**config.mk**
```make
export PLATFORM = sky130hd
export DESIGN_NAME = inst_fetch_queue
export DESIGN_NICKNAME = d
export VERILOG_FILES = /design/src/rtl/inst_fetch_queue_pkg.sv /design/src/rtl/inst_fetch_queue_hw_fifo.sv /design/src/rtl/inst_fetch_queue.sv
export SDC_FILE = /design/constraint.sdc
export NUM_CORES = 1
export LEC_CHECK = 0
export BUFFER_PORTS_ARGS = -buffer_cell sky130_fd_sc_hd__buf_2
export CAP_MARGIN = 20
export CORE_ASPECT_RATIO = 0.6
export CORE_MARGIN = 5
export CORE_UTILIZATION = 59
export CTS_CLUSTER_DIAMETER = 120
export DETAILED_ROUTE_END_ITERATION = 8
export HOLD_SLACK_MARGIN = 0.1
export PLACE_DENSITY_LB_ADDON = 0.1
export REMOVE_ABC_BUFFERS = 1
export SETUP_SLACK_MARGIN = 0.4
export SYNTH_ARGS = -nofsm -noshare
export SYNTH_HDL_FRONTEND = slang
export SYNTH_SLANG_ARGS = --single-unit
```
**constraint.sdc**
```tcl
create_clock -name clk -period 4.1 [get_ports clk]
set_clock_uncertainty 0.2 [all_clocks]
set_input_delay 0.205 -clock clk [delete_from_list [all_inputs] [get_ports clk]]
set_output_delay 0.205 -clock clk [all_outputs]
set_load 0.02 [all_outputs]
```
**src/rtl/inst_fetch_queue_pkg.sv**
```systemverilog
// Shared types and constants for the instruction fetch queue.
// The FSM encoding and the RVC decode helper live here so the top and bench agree.
package inst_fetch_queue_pkg;

    typedef enum logic {
        ST_FETCH = 1'b0,
        ST_DRAIN = 1'b1
    } fetch_state_e;

    localparam logic [31:0] NOP_INST        = 32'h0000_0033;
    localparam logic [1:0]  RVC_OPCODE_MASK = 2'b11;

    // A halfword starts a 16-bit instruction unless both opcode low bits are set.
    function automatic logic is_compressed(input logic [1:0] opc);
        return (opc & RVC_OPCODE_MASK) != RVC_OPCODE_MASK;
    endfunction

endpackage

```
**src/rtl/inst_fetch_queue_hw_fifo.sv**
```systemverilog
// Circular halfword buffer: push/pop of 0, 1 or 2 entries per cycle, two-entry peek,
// occupancy count and a synchronous flush that wins over any same-cycle push/pop.
module hw_fifo #(
    parameter  int DEPTH = 8,
    localparam int AW    = $clog2(DEPTH),
    localparam int CW    = AW + 1
) (
    input  logic          clk,
    input  logic          rst,
    input  logic          i_flush,
    input  logic [1:0]    i_push_n,
    input  logic [15:0]   i_push_hw0,
    input  logic [15:0]   i_push_hw1,
    input  logic [1:0]    i_pop_n,
    output logic [15:0]   o_head0,
    output logic [15:0]   o_head1,
    output logic [CW-1:0] o_count
);

    logic [15:0]   r_mem [DEPTH];
    logic [AW-1:0] r_rd_ptr;
    logic [AW-1:0] r_wr_ptr;
    logic [CW-1:0] r_count;
    logic [AW-1:0] w_wr_ptr1;
    logic [AW-1:0] w_rd_ptr1;

    assign w_wr_ptr1 = r_wr_ptr + AW'(1);
    assign w_rd_ptr1 = r_rd_ptr + AW'(1);

    always_ff @(posedge clk) begin
        if (!rst || i_flush) begin
            r_rd_ptr <= '0;
            r_wr_ptr <= '0;
            r_count  <= '0;
        end else begin
            r_wr_ptr <= r_wr_ptr + AW'(i_push_n);
            r_rd_ptr <= r_rd_ptr + AW'(i_pop_n);
            r_count  <= r_count + CW'(i_push_n) - CW'(i_pop_n);
        end
    end

    // Storage needs no reset: entries are only observed below the count.
    always_ff @(posedge clk) begin
        if (rst && !i_flush) begin
            if (i_push_n != 2'd0) r_mem[r_wr_ptr]  <= i_push_hw0;
            if (i_push_n == 2'd2) r_mem[w_wr_ptr1] <= i_push_hw1;
        end
    end

    assign o_head0 = r_mem[r_rd_ptr];
    assign o_head1 = r_mem[w_rd_ptr1];
    assign o_count = r_count;

endmodule

```
**src/rtl/inst_fetch_queue.sv**
```systemverilog
// Fetch front end: issues word reads, buffers halfwords, presents one aligned
// 16/32-bit instruction per cycle, and drains stale responses after a redirect.
module inst_fetch_queue
    import inst_fetch_queue_pkg::*;
#(
    parameter int          DEPTH    = 8,
    parameter logic [31:0] RESET_PC = 32'h0000_0000,
    parameter int          MAX_OUT  = 2
) (
    input  logic        clk,
    input  logic        rst,
    output logic        mem_req,
    output logic [31:0] mem_addr,
    input  logic        mem_gnt,
    input  logic        mem_rvalid,
    input  logic [31:0] mem_rdata,
    input  logic        redirect,
    input  logic [31:0] redirect_pc,
    input  logic        stall,
    output logic        inst_valid,
    output logic [31:0] inst,
    output logic [31:0] inst_pc,
    output logic        inst_is_c,
    output logic        dbg_state
);

    localparam int CW = $clog2(DEPTH) + 1;
    localparam int OW = $clog2(MAX_OUT + 1);

    fetch_state_e  r_state;
    fetch_state_e  w_next_state;
    logic          r_active;
    logic [OW-1:0] r_outstanding;
    logic [OW-1:0] r_drop_cnt;
    logic [31:0]   r_fetch_addr;
    logic [31:0]   r_head_pc;
    logic          r_skip_low;

    logic          w_grant;
    logic          w_rsp;
    logic [OW-1:0] w_out_next;
    logic [15:0]   w_head0;
    logic [15:0]   w_head1;
    logic [CW-1:0] w_count;
    logic [31:0]   w_free_hw;
    logic          w_can_req;
    logic          w_is_c;
    logic          w_valid;
    logic          w_consume;
    logic [1:0]    w_push_n;
    logic [1:0]    w_pop_n;

    hw_fifo #(.DEPTH(DEPTH)) u_hw_fifo (
        .clk        (clk),
        .rst        (rst),
        .i_flush    (redirect),
        .i_push_n   (w_push_n),
        .i_push_hw0 (r_skip_low ? mem_rdata[31:16] : mem_rdata[15:0]),
        .i_push_hw1 (mem_rdata[31:16]),
        .i_pop_n    (w_pop_n),
        .o_head0    (w_head0),
        .o_head1    (w_head1),
        .o_count    (w_count)
    );

    // Responses with nothing outstanding belong to requests from before a reset.
    assign w_grant    = mem_req && mem_gnt;
    assign w_rsp      = mem_rvalid && (r_outstanding != OW'(0));
    assign w_out_next = r_outstanding + OW'(w_grant) - OW'(w_rsp);

    // Every outstanding read reserves two halfwords, so the queue can never overflow.
    assign w_free_hw = 32'(DEPTH) - 32'(w_count);
    assign w_can_req = (w_free_hw >= ((32'(r_outstanding) << 1) + 32'd2))
                    && (32'(r_outstanding) < 32'(MAX_OUT));

    assign w_is_c    = is_compressed(w_head0[1:0]);
    assign w_valid   = (w_count >= CW'(2)) || ((w_count == CW'(1)) && w_is_c);
    assign w_consume = w_valid && !stall && !redirect;
    assign w_pop_n   = w_consume ? (w_is_c ? 2'd1 : 2'd2) : 2'd0;
    assign w_push_n  = (r_state == ST_FETCH && w_rsp && !redirect)
                     ? (r_skip_low ? 2'd1 : 2'd2) : 2'd0;

    always_ff @(posedge clk) begin
        if (!rst) r_state <= ST_FETCH;
        else      r_state <= w_next_state;
    end

    always_comb begin
        w_next_state = r_state;
        if (redirect)
            w_next_state = (w_out_next != OW'(0)) ? ST_DRAIN : ST_FETCH;
        else if (r_state == ST_DRAIN && w_rsp && r_drop_cnt == OW'(1))
            w_next_state = ST_FETCH;
    end

    // r_active holds requests off until the first edge out of reset.
    always_comb begin
        mem_req   = r_active && (r_state == ST_FETCH) && w_can_req;
        mem_addr  = r_fetch_addr & ~32'd3;
        dbg_state = (r_state == ST_DRAIN);
    end

    always_ff @(posedge clk) begin
        if (!rst) begin
            r_active      <= 1'b0;
            r_outstanding <= '0;
            r_drop_cnt    <= '0;
            r_fetch_addr  <= RESET_PC;
            r_head_pc     <= RESET_PC;
            r_skip_low    <= 1'b0;
        end else begin
            r_active      <= 1'b1;
            r_outstanding <= w_out_next;
            if (redirect) begin
                r_fetch_addr <= redirect_pc & ~32'd3;
                r_head_pc    <= redirect_pc & ~32'd1;
                r_skip_low   <= redirect_pc[1];
                r_drop_cnt   <= w_out_next;
            end else begin
                if (w_grant) r_fetch_addr <= r_fetch_addr + 32'd4;
                if (w_push_n != 2'd0) r_skip_low <= 1'b0;
                if (r_state == ST_DRAIN && w_rsp) r_drop_cnt <= r_drop_cnt - OW'(1);
                if (w_consume) r_head_pc <= r_head_pc + (w_is_c ? 32'd2 : 32'd4);
            end
        end
    end

    assign inst_valid = w_valid;
    assign inst       = !w_valid ? NOP_INST
                      : (w_is_c ? {16'h0000, w_head0} : {w_head1, w_head0});
    assign inst_pc    = r_head_pc;
    assign inst_is_c  = w_valid && w_is_c;

endmodule

```
==> impl_results.md <==
- GR Overflow Total: 0
- Achievable clock frequency: 0.272 GHz
- Largest net degree at the start of global routing: 52
- Crit path arrival time: 3.27 ns
- CP peak stage delay: 0.57 ns
- Commonest non-fill, non-tap cells in the layout: buf_2 (165), edfxtp_1 (128), a21oi_1 (122)
- Crit path kind: reg2out
- Vias: 10512
- CP Capture Type: output port
- Critical-path maximum fanout: 9
- Startpoint types: flip-flop
- R2R Setup Slk: between 0.5 and 0.6 ns
- Max-cap violations: 0
- Vias in the first global route: 9747
- Synthesis-stage register bit count: 206
- Synth Warn #: 0
- FF-to-FF Start: u_hw_fifo.r_rd_ptr[0]$_SDFF_PP0_
- Hpwl dp: 25300 µm
- Fin nets: 1457
- CTS Buf Count: 21
- Main flop type after synthesis: edfxtp_1
- Ys async rst share: 0%
- Post-route minimum period: 3.67 ns
- Critical Path, Cell by Cell: mux4_2 > mux2i_4 > o21ai_2 > and2_1 > buf_4 > inv_2 > nand2_1 > buf_2
- Slew @ Worst Pin: 1.08 ns
- Drt wl/cell: 22.9 µm
- Final worst slack: 0.429 ns
- Final Hold Viols: 0
- Synthesis-to-finish area growth: 22.8%
- DR iter-0 viols: 1144
- Commonest non-fill, non-tap cell in the layout: buf_2
- Clk_lat worst skew: 0.49 ns
- Critical Path Start: u_hw_fifo.r_rd_ptr[2]$_SDFF_PP0_
- Clk slew on worst S/H paths: 0.06 ns
- Clock Sink Count: ~210
- Antenna-violating nets left: 0
- Initial antenna violation count: 0
- CTS tree: done
- Period utilization: 89.5%
- First-pass GRT wire length: 56600 µm
- Pre-CTS WS: 0.453 ns
- PD cells: 396 nW/µm²
- Sequential area share after synthesis: 43.6%
- Gpl congestion: 0.968
- Worst r2r dst: inst_pc[29]$_SDFFE_PN0P_
- Outcome: completed
- Root buf cell: clkbuf_16
- End point of the critical path: inst[5]
- IO Pins: 170
- Vias per cell: 6.37
- Mean Syn Cell Area: 10.9 µm²
- Layout Utilization: 73.2%
- Drt drc: 0
- Maximum clock path buffer count: 3
- Core Rows: 41
- Distinct cells, synth: 62
- GRT Total Usage: a little under a third
- Leak pwr: 0.00544 µW
- Layout cell share with drive strength beyond 1: 31.2%
- Initial Util: 59.6%
- Chip height: 122 µm
- Core area: 20800 µm²
- Synthesized area: around 12000 µm²
- RSZ-0062 raised after global routing: yes
- Worst path required time: around 3.7 ns
- Non-Filler Instances: 1651
- Max rail drop VDD: 0.228 mV
- EDFF count, synth: 128
- Cell count after synthesis: 1137
- Max-slew headroom: 27.9%
- Worst r2r path cells: 14
- Setup violators final: 0
- Slew Limit Fails: 0
- # port buffers: 165
- CTS H-tree lvls: 1
- Drt total wl: 37800 µm
- Initial DRT Pass Iterations: 6
- HP Class: in2reg
- Die Wd: 197 µm
- Placed Cells: roughly 1500
- Die area: 24100 µm²
- Critical path's slowest cell: o21ai_2
- Hold_sp: mem_rvalid
-- worst min path at each step --
stage | depth (start not counted) | slack, ns | end
floorplan | 0 | 0.03 | r_active$_DFF_P_
global placement | 2 | 0.26 | inst_pc[7]$_SDFFE_PN0P_
detailed placement | 2 | 0.28 | inst_pc[7]$_SDFFE_PN0P_
CTS | 6 | 0.17 | dbg_state$_SDFFE_PN0P_
global route | 6 | 0.23 | dbg_state$_SDFFE_PN0P_
finish | 6 | 0.19 | dbg_state$_SDFFE_PN0P_
-- Yosys cell counts, drive strengths merged (2+ instances only) --
library cell | number | area [µm²]
mux2 | 80 | 901
edfxtp | 128 | 3840
a21boi | 2 | 15.0
o21ai | 40 | 204
o31ai | 6 | 45.0
mux2i | 35 | 375
nand2b | 5 | 31.3
xnor2 | 44 | 385
mux4 | 64 | 1440
buf | 40 | 184
o211ai | 2 | 15.0
o311ai | 2 | 17.5
and2 | 3 | 18.8
or4 | 7 | 52.6
o21bai | 4 | 30.0
nor2 | 104 | 390
nor3 | 19 | 115
a221o | 2 | 20.0
and3 | 12 | 75.1
a21oi | 123 | 616
fa | 5 | 100
nand3 | 28 | 140
a21o | 5 | 37.5
a31oi | 9 | 56.3
o22ai | 3 | 18.8
dfxtp | 78 | 1560
ha | 24 | 300
clkbuf | 57 | 214
and4 | 7 | 61.3
nor3b | 3 | 22.5
nand4 | 11 | 68.8
a311oi | 3 | 26.3
a2111oi | 20 | 221
inv | 38 | 143
nand3b | 2 | 15.0
xor2 | 5 | 43.8
or2 | 2 | 12.5
or3 | 6 | 37.5
a211oi | 27 | 208
nand2 | 73 | 274
-- final cells by class --
class                           count  area, µm²
Fill cell                        1524       5580
Clock inverter                      4       71.3
Sequential cell                   206       5410
Antenna cell                        1       2.50
Tap cell                          279        349
Multi-Input combinational cell    797       6630
Clock buffer                       32        611
Inverter                           39        146
Timing Repair Buffer              293       2020
-- kinds of logic (layout without fill, tap and decap cells) --
family                     after synthesis  in the layout  synth area share [%]
AOI/OAI and AO/OA                      253            253                  12.7
adders and majority gates               29             29                  3.23
and+or+nand+nor                        284            284                  10.7
xor gates and xnor gates                49             49                  3.46
muxes                                  179            179                  21.9
DFF                                    206            206                  43.6
other                                    1              4                0.0302
buffers and inverters                  136            368                  4.39
-- critical path: cells and delay by family (launching register included) --
kind,cells,cell delay (ns)
flip-flops,1,0.52
AND/OR/NAND/NOR,2,0.69
multiplexers,2,0.40
buffers and inverters,3,0.59
AO/OA/AOI/OAI,1,0.57
-- repair_timing --
| item | CTS | global route |
|---|---|---|
| endpoints found under the hold margin | 195 | 0 |
| setup endpoints to repair | 0 | 12 |
| hold buffers | 77 | 0 |
| resized for setup | 0 | 14 |
| setup buffers | 0 | 4 |
-- flip-flops by register name, summed over array words and instances (netlist names) --
name and count:
dbg_state 1, inst_pc 31, r_active 1, r_drop_cnt 2
r_fetch_addr 30, r_outstanding 2, r_skip_low 1, u_hw_fifo.o_count 4
u_hw_fifo.r_mem 128, u_hw_fifo.r_rd_ptr 3, u_hw_fifo.r_wr_ptr 3
-- per-stage QoR --
step	setup TNS (ns)	cell area [µm²]	power, µW	hold WS [ns]
2_1_floorplan	-49.02	12000	3390	0.0327
3_3_place_gp	0	13600	3970	0.255
3_5_place_dp	0	13700	4000	0.275
4_1_cts	0	15100	5980	0.173
5_1_grt	0	15200	6280	0.227
6_report	0	15200	6030	0.187
-- power by group --
group	internal, µW	switching [µW]	total [µW]
Combinational	621	1070	1690
Sequential	2300	101	2400
Clock	1150	792	1940
-- routing by layer --
layer | GRT usage, % | share of wire [%] | wire [µm] | vias to the layer above
li1 | - | - | - | 4730
met1 | 47.0 | 42 | 16000 | 5067
met2 | 44.6 | 44 | 16800 | 631
met3 | 5.21 | 11 | 4160 | 84
met4 | 6.62 | 2.2 | 845 | 0
met5 | 0 | 0 | 0 | -
Power figures use the tool's default switching activity.
